### src/rtl/mem_bus_arbiter.sv
// Arbitrates a fetch port and a data port onto one shared memory bus.
// Data accesses take priority; each access ends in a one-cycle completion pulse or a timeout error.
`ifndef HOLDPIP_BUS
`define HOLDPIP_BUS 2:0
`endif
`ifndef HOLD_NONE
`define HOLD_NONE 3'b000
`endif
`ifndef HOLD_WAIT
`define HOLD_WAIT 3'b001
`endif

module mem_bus_arbiter #(
    parameter int AW      = 32,
    parameter int DW      = 32,
    parameter int TW      = 3,
    parameter int TIMEOUT = 15
) (
    input  logic                clk,
    input  logic                rst_n,
    input  logic                if_req_i,
    input  logic [AW-1:0]       if_addr_i,
    output logic [DW-1:0]       if_rdata_o,
    output logic                if_valid_o,
    input  logic                d_req_i,
    input  logic                d_we_i,
    input  logic [AW-1:0]       d_addr_i,
    input  logic [DW-1:0]       d_wdata_i,
    input  logic [TW-1:0]       d_type_i,
    output logic [DW-1:0]       d_rdata_o,
    output logic                d_valid_o,
    output logic                bus_req_o,
    output logic                bus_we_o,
    output logic [AW-1:0]       bus_addr_o,
    output logic [DW-1:0]       bus_wdata_o,
    output logic [TW-1:0]       bus_type_o,
    input  logic                bus_ack_i,
    input  logic [DW-1:0]       bus_rdata_i,
    output logic [`HOLDPIP_BUS] hold_flag_o,
    output logic                err_o
);

    localparam int CW = (TIMEOUT < 1) ? 1 : $clog2(TIMEOUT + 1);
    localparam logic [CW-1:0] TMO_VAL = CW'(TIMEOUT);

    typedef enum logic [1:0] {
        IDLE    = 2'd0,
        IF_BUSY = 2'd1,
        D_BUSY  = 2'd2
    } state_t;

    state_t          state_reg;
    state_t          state_next;
    logic [CW-1:0]   cnt_reg;
    logic            we_reg;
    logic [AW-1:0]   addr_reg;
    logic [DW-1:0]   wdata_reg;
    logic [TW-1:0]   type_reg;

    logic            pulse_active;
    logic            grant_d;
    logic            grant_if;
    logic            busy;
    logic            timeout_hit;

    // No grant while a completion pulse is out: the requester still holds its level request then.
    assign pulse_active = if_valid_o | d_valid_o;
    assign grant_d      = d_req_i & ~pulse_active;
    assign grant_if     = ~d_req_i & if_req_i & ~pulse_active;
    assign busy         = (state_reg != IDLE);
    assign timeout_hit  = busy & ~bus_ack_i & (cnt_reg == TMO_VAL);

    always_ff @(posedge clk) begin
        if (rst_n) begin
            state_reg <= IDLE;
        end else begin
            state_reg <= state_next;
        end
    end

    always_comb begin
        state_next = state_reg;
        case (state_reg)
            IDLE: begin
                if (grant_d) begin
                    state_next = D_BUSY;
                end else if (grant_if) begin
                    state_next = IF_BUSY;
                end
            end
            IF_BUSY, D_BUSY: begin
                if (bus_ack_i || timeout_hit) begin
                    state_next = IDLE;
                end
            end
            default: state_next = IDLE;
        endcase
    end

    always_comb begin
        bus_req_o   = busy;
        bus_we_o    = we_reg;
        bus_addr_o  = addr_reg;
        bus_wdata_o = wdata_reg;
        bus_type_o  = type_reg;
        if ((d_req_i & ~d_valid_o) | (if_req_i & ~if_valid_o)) begin
            hold_flag_o = `HOLD_WAIT;
        end else begin
            hold_flag_o = `HOLD_NONE;
        end
    end

    always_ff @(posedge clk) begin
        if (rst_n) begin
            cnt_reg    <= '0;
            we_reg     <= 1'b0;
            addr_reg   <= '0;
            wdata_reg  <= '0;
            type_reg   <= '0;
            if_rdata_o <= '0;
            d_rdata_o  <= '0;
            if_valid_o <= 1'b0;
            d_valid_o  <= 1'b0;
            err_o      <= 1'b0;
        end else begin
            if_valid_o <= 1'b0;
            d_valid_o  <= 1'b0;
            err_o      <= 1'b0;
            case (state_reg)
                IDLE: begin
                    cnt_reg <= '0;
                    if (grant_d) begin
                        we_reg    <= d_we_i;
                        addr_reg  <= d_addr_i;
                        wdata_reg <= d_wdata_i;
                        type_reg  <= d_type_i;
                    end else if (grant_if) begin
                        we_reg    <= 1'b0;
                        addr_reg  <= if_addr_i;
                        wdata_reg <= '0;
                        type_reg  <= '0;
                    end
                end
                IF_BUSY, D_BUSY: begin
                    // Ack beats a coinciding timeout.
                    if (bus_ack_i) begin
                        if (state_reg == IF_BUSY) begin
                            if_valid_o <= 1'b1;
                            if_rdata_o <= bus_rdata_i;
                        end else begin
                            d_valid_o <= 1'b1;
                            d_rdata_o <= we_reg ? '0 : bus_rdata_i;
                        end
                    end else if (timeout_hit) begin
                        err_o <= 1'b1;
                        if (state_reg == IF_BUSY) begin
                            if_valid_o <= 1'b1;
                            if_rdata_o <= '0;
                        end else begin
                            d_valid_o <= 1'b1;
                            d_rdata_o <= '0;
                        end
                    end else begin
                        cnt_reg <= cnt_reg + 1'b1;
                    end
                end
                default: cnt_reg <= '0;
            endcase
        end
    end

endmodule

### config.mk
export PLATFORM = sky130hd
export DESIGN_NAME = mem_bus_arbiter
export DESIGN_NICKNAME = d
export VERILOG_FILES = /design/src/rtl/mem_bus_arbiter.sv
export SDC_FILE = /design/constraint.sdc
export NUM_CORES = 1
export LEC_CHECK = 0
export ABC_AREA = 1
export BUFFER_PORTS_ARGS = -buffer_cell sky130_fd_sc_hd__buf_2
export CAP_MARGIN = 5
export CORE_ASPECT_RATIO = 2
export CORE_UTILIZATION = 35
export CTS_BUF_LIST = sky130_fd_sc_hd__clkbuf_4
export DETAILED_ROUTE_END_ITERATION = 8
export PLACE_DENSITY = 0.7
export SLEW_MARGIN = 30
export SYNTH_ARGS = -nofsm -noshare
export SYNTH_HDL_FRONTEND = slang
export SYNTH_SLANG_ARGS = --single-unit
### constraint.sdc
create_clock -name clk -period 3.68 [get_ports clk]
set_input_delay 0 -clock clk [delete_from_list [all_inputs] [get_ports clk]]
set_output_delay 0 -clock clk [all_outputs]
set_load 0.01 [all_outputs]
==> metrics.yaml, run 1 <==
grt:
  grt_pass1_wl_um: 36500
  antenna_found_initial: 1
  first_global_vias: 7671
  grt_overflow: 0
  grt_use_total: 0.239
  grt_max_degree: 66
worst_setup_path:
  required_ns: 4.17
  cp_num_buf_inv: 1
  worstSetupStartpointType: "flip-flop"
  cp_top_family: "simple AND/OR/NAND/NOR gates"
  worst-setup-path-type: "reg2reg"
  critPathMaxFanout: 35
  slowest_stage: "nand2_2"
  path_common_cell: "nor2_4"
  end_kind: "flip-flop"
  cp.arrival_ns: 3.75
  timing.critical_path.cells: "nor2_4 > nand2_2 > nor2_4 > nand2_1 > a21oi_1 > dlygate4sd3_1"
  cp_slowest_stage_delay_ns: 0.67
route:
  wl_um: 23100
  vias_per_cell: 4.87
  drt_first_pass_iters: 4
  vias: 7736
  detail_route.wl_per_cell_um: 14.5
  drt_iter0_drc: 283
  ant_nets: 0
  route.detailed.drc: 0
min_path:
  hold_class: "in2reg"
die:
  die_area_sq_um: 19300
  initial_utilization: 0.357
  die_w_um: 98.7
  num_rows: 70
  die_y_um: 195
  coreArea_sq_um: 18300
  io-pin-count: 276
clock_tree:
  clockRootBuffer: "clkbuf_4"
  cts_made_buffers: 17
  cts_max_path_buffers: 2
  clkTransAtPathRegs_ns: 0.14
  worstSkewPairLatency_ns: 0.55
  h-tree-depth: 4
  tritoncts: "yes"
  clock-sinks: 141
timing:
  timing.final.crit_share: 0.885
  maxSlewViolCount: 0
  post-route-min-period_ns: 3.26
  setup-violations-final: 0
  rsz0062_at_grt: "false"
  worst_pin_slew_ns: 0.977
  slew_headroom: 0.348
  fin_ws_ns: 0.422
  fin_setup_tns_ns: 0
  fmax_mhz: 307
  clock_skew_ns: 0.0264
  hold_viol: 0
cells_and_area:
  multiInputGateArea_sq_um: 2860
  drive_above_1_share: 0.237
  stdcell_area_sq_um: 9960
  final_nets: 1497
  seq_area_sq_um: 2820
  fillCellCount: 1691
  area_delta_synth_final_pct: 52.2
synth:
  yosys.area.top_type: "dfxtp_1"
  yosysMostFrequentCell: "nand2_1"
  netlist_top_cells_area: "dfxtp_1 (43%), nand2_1 (16%), inv_1 (7.9%)"
  async_reset_ff_frac: 0
  yosys_warnings: 0
  ys_seq_area_frac: 0.431
  syn_area_per_cell_sq_um: 6.85
  syn-cell-area_sq_um: 6540
  synth_seq_cells: 141
  synth_top_cells_by_count: "nand2_1 (283), dfxtp_1 (141), inv_1 (138)"
  yosysTopAreaCellShare: 0.431
  synth.distinct_cells: 27
  synthFlopType: "dfxtp_1"
  postSynthCellCount: 955
  synth_edf_count: 0
place:
  dpl-instance-area_sq_um: 7910
  gp_congestion: 0.906
  hpwl_um: 14100
  post-place-ws_ns: 0.883
  port_buffers: 273
run_status:
  status: "finished clean"
job:
  cap_violations: 0
pwr:
  vdd_drop_max_uv: 277
  p_int_w: 0.00283
  p_switching_w: 0.00152
  combinationalPowerShare: 0.329
  p_seq_frac: 0.417
  leakage_nw: 5.34
  power.density_nw_per_um2: 437
  swShare: 0.349
  clockPowerShare: 0.253
## tightest hold or removal path, stage by stage
cell and delay (ns):
dlygate4sd3_1 0.54, buf_2 0.13, nor2_1 0.05, nand2_1 0.09, nor2_1 0.05
## metal layers
metal  GRT usage  routed length, um  vias to the layer above
li1            -                  -                     3806
met2       0.445              12300                      326
met5           0                  0                        -
met4       0.175               1490                        0
met1       0.230               8170                     3515
met3      0.0429               1150                       89
## cell usage in the layout (no fill, tap or decap), types with 2 or more instances in the layout
cell type / count
clkinv_2: 3
nand2_1: 283
ha_1: 2
nand3_1: 92
clkinv_4: 3
bufinv_16: 3
nand2_2: 2
nor2_4: 4
nand4_1: 57
nor2_1: 76
nand3_2: 2
conb_1: 2
buf_2: 273
inv_1: 138
dfxtp_1: 141
o211a_1: 32
clkbuf_4: 19
dlygate4sd3_1: 173
buf_4: 10
inv_6: 3
a21oi_1: 42
## kinds of logic (layout without fill, tap and decap cells)
group,after synthesis,in the layout,synth area share
xor+xnor,1,1,0.00134
simple gates,516,517,0.340
flops,141,141,0.431
fa+ha+maj,3,3,0.00574
compound gates,78,78,0.0849
buf+inv,215,628,0.136
other cells,1,3,0.000573
## final timing paths
path | slack [ns] | end | startpoint | cells after the start
setup reg to reg | 0.42 | bus_wdata_o[21] | d_valid_o | 6
hold reg to reg | 0.50 | state_reg[0] | state_reg[0] | 2
setup / recovery | 0.42 | bus_wdata_o[21] | d_valid_o | 6
hold / removal | 0.34 | err_o | bus_ack_i | 5
## repair_timing
action	CTS	global route
hold endpoints to repair	141	0
gates resized for setup	0	1
buffers inserted	0	0
setup endpoints to repair	0	16
hold buffers	173	0
## per-stage QoR
step / util / hold WS (ns) / instances / total power, W
floorplan: - / 0.119 / 956 / 0.00260
global placement: 0.432 / 0.254 / 1380 / 0.00299
finish: 0.544 / 0.344 / 1587 / 0.00435
CTS: 0.543 / 0.289 / 1585 / 0.00435
detailed placement: 0.432 / 0.258 / 1380 / 0.00300
global route: 0.544 / 0.341 / 1587 / 0.00460
## power groups by stage
stage,clock (W),combinational (W),sequential [W]
2_1_floorplan,0,0.000684,0.00192
3_3_place_gp,0,0.00115,0.00184
3_5_place_dp,0,0.00116,0.00184
4_1_cts,0.00113,0.00141,0.00181
5_1_grt,0.00118,0.00158,0.00183
6_report,0.00110,0.00143,0.00182
## cell type report
class | count | share of cell area
multi-input combinational | 601 | 0.287
sequential | 141 | 0.283
inverter | 140 | 0.0529
clock buffer | 19 | 0.0143
antenna | 1 | 0.000251
tap | 216 | 0.0271
timing repair buffer | 456 | 0.319
clock inverter | 13 | 0.0165
Power figures use the tool's default switching activity.
==> inputs of run 2 (changes only) <==
--- a/config.mk
+++ b/config.mk
@@ -5,14 +5,12 @@
 export SDC_FILE = /design/constraint.sdc
 export NUM_CORES = 1
 export LEC_CHECK = 0
-export ABC_AREA = 1
 export BUFFER_PORTS_ARGS = -buffer_cell sky130_fd_sc_hd__buf_2
 export CAP_MARGIN = 5
 export CORE_ASPECT_RATIO = 2
 export CORE_UTILIZATION = 35
-export CTS_BUF_LIST = sky130_fd_sc_hd__clkbuf_4
 export DETAILED_ROUTE_END_ITERATION = 8
-export PLACE_DENSITY = 0.7
+export PLACE_DENSITY = 0.72
 export SLEW_MARGIN = 30
 export SYNTH_ARGS = -nofsm -noshare
 export SYNTH_HDL_FRONTEND = slang
==> metrics.yaml, run 2 <==
place:
  dp.cells: 997
  post-place-ws_ns: 1.76
  port_buffers: 273
  dpl-instance-area_sq_um: 6810
  gp_congestion: 0.813
  hpwl_um: 10600
timing:
  fmax_mhz: 417
  timing.final.crit_share: 0.652
  fin_ws_ns: 1.28
  maxSlewViolCount: 0
  setup-violations-final: 0
  hold_viol: 0
  rsz0062_at_grt: "false"
  post-route-min-period_ns: 2.40
  clock_skew_ns: 0.00797
  worst_pin_slew_ns: 0.893
  slew_headroom: 0.405
  fin_setup_tns_ns: 0
clock_tree:
  cts_made_buffers: 17
  cts_max_path_buffers: 2
  clock-sinks: 141
  clockRootBuffer: "clkbuf_16"
  cts_setup_buffers: 0
  h-tree-depth: 4
  clkTransAtPathRegs_ns: 0.06
  cts_hold_buf: 132
  cts_resized: 0
  worstSkewPairLatency_ns: 0.42
  tritoncts: "yes"
worst_setup_path:
  worst-setup-path-type: "reg2reg"
  cp_num_buf_inv: 2
  worstSetupStartpointType: "flip-flop"
  critPathMaxFanout: 4
  cp_top_family: "simple AND/OR/NAND/NOR gates"
  slowest_stage: "dlygate4sd3_1"
  end_kind: "flip-flop"
  cp_slowest_stage_delay_ns: 0.57
  required_ns: 4.02
  cp.arrival_ns: 2.74
  timing.critical_path.cells: "inv_1 > ha_1 > nand4b_1 > and3_1 > or4b_1 > dlygate4sd3_1 > a21oi_1"
die:
  initial_utilization: 0.360
  die_y_um: 177
  io-pin-count: 276
  die_w_um: 89.5
  coreArea_sq_um: 14900
  num_rows: 63
  die_area_sq_um: 15800
synth:
  synth_top_cells_by_count: "dfxtp_1 (141), nor2_1 (104), a22oi_1 (68)"
  postSynthCellCount: 571
  yosys.area.top_type: "dfxtp_1"
  synth_seq_cells: 141
  netlist_top_cells_area: "dfxtp_1 (53%), a22oi_1 (9.5%), nor2_1 (7.3%)"
  yosysMostFrequentCell: "dfxtp_1"
  yosys_warnings: 0
  synth.distinct_cells: 35
  yosysTopAreaCellShare: 0.526
  async_reset_ff_frac: 0
  synthFlopType: "dfxtp_1"
  synth_edf_count: 0
  ys_seq_area_frac: 0.526
  syn-cell-area_sq_um: 5360
  syn_area_per_cell_sq_um: 9.39
grt:
  first_global_vias: 5567
  grt_pass1_wl_um: 26500
  grt_overflow: 0
  grt_use_total: 0.221
  grt_max_degree: 93
  antenna_found_initial: 0
run_status:
  status: "finished clean"
cells_and_area:
  area_delta_synth_final_pct: 64.4
  final_nets: 1093
  diodes: 0
  final-instance-count-excl-fill: 1161
  layout_common_cells: "buf_2 (272), dfxtp_1 (141), dlygate4sd3_1 (132)"
  mostFrequentLayoutCell: "buf_2"
  drive_above_1_share: 0.331
  stdcell_area_sq_um: 8810
job:
  cap_violations: 0
route:
  ant_nets: 0
  route.detailed.drc: 0
  vias_per_cell: 4.88
  vias: 5661
  drt_iter0_drc: 255
  wl_um: 17600
  drt_first_pass_iters: 4
  detail_route.wl_per_cell_um: 15.2
pwr:
  vdd_drop_max_uv: 321
  power.density_nw_per_um2: 502
  leakage_nw: 4.10
min_path:
  hold_class: "in2reg"
run 2: cell type report:
cell class | count | area, sq um
Clock buffer | 19 | 453
Clock inverter | 13 | 235
Fill cell | 1219 | 6080
Inverter | 6 | 22.5
Multi-Input combinational cell | 375 | 2290
Sequential cell | 141 | 2820
Tap cell | 195 | 244
Timing Repair Buffer | 412 | 2740
run 2: kinds of logic after synthesis:
| kind of cell | count (synthesis) | share of synthesized area |
|---|---|---|
| AOI/OAI and AO/OA | 144 | 0.183 |
| xor gates and xnor gates | 2 | 0.00327 |
| adders and majority gates | 3 | 0.00700 |
| buffers and inverters | 56 | 0.0495 |
| DFF | 141 | 0.526 |
| muxes | 32 | 0.0597 |
| other | 1 | 0.000699 |
| and+or+nand+nor | 192 | 0.170 |
run 2: routing by layer:
| layer | up-vias | track usage | share of wire |
|---|---|---|---|
| met2 | 211 | 0.399 | 0.54 |
| met1 | 2625 | 0.224 | 0.37 |
| met3 | 53 | 0.0443 | 0.043 |
| met4 | 0 | 0.134 | 0.043 |
| met5 | - | 0 | 0 |
| li1 | 2772 | - | - |
run 2: final timing paths:
| path | start | end | slack, ns | cells past startpoint |
|---|---|---|---|---|
| worst max-delay path | state_reg[0] | state_reg[0] | 1.28 | 7 |
| worst min-delay path | d_addr_i[6] | bus_addr_o[6] | 0.003 | 3 |
| worst max register to register | state_reg[0] | state_reg[0] | 1.28 | 7 |
| worst min register to register | d_rdata_o[26] | d_rdata_o[26] | 0.46 | 2 |
run 2: power breakdown:
group	total, W	switching (W)	internal [W]
Sequential	0.00169	0.0000561	0.00163
Clock	0.00199	0.000677	0.00131
Combinational	0.000744	0.000391	0.000353
run 2: worst min-delay path, cell delays in order:
cell	delay, ns
buf_2	0.10
mux2i_1	0.17
a211oi_1	0.10
run 2: metrics by stage:
step,power [W],util,hold WS (ns)
2_1_floorplan,0.00208,-,0.130
3_3_place_gp,0.00231,0.457,0.230
3_5_place_dp,0.00232,0.457,0.239
4_1_cts,0.00444,0.592,0.00423
5_1_grt,0.00460,0.592,0.0146
6_report,0.00442,0.592,0.00335
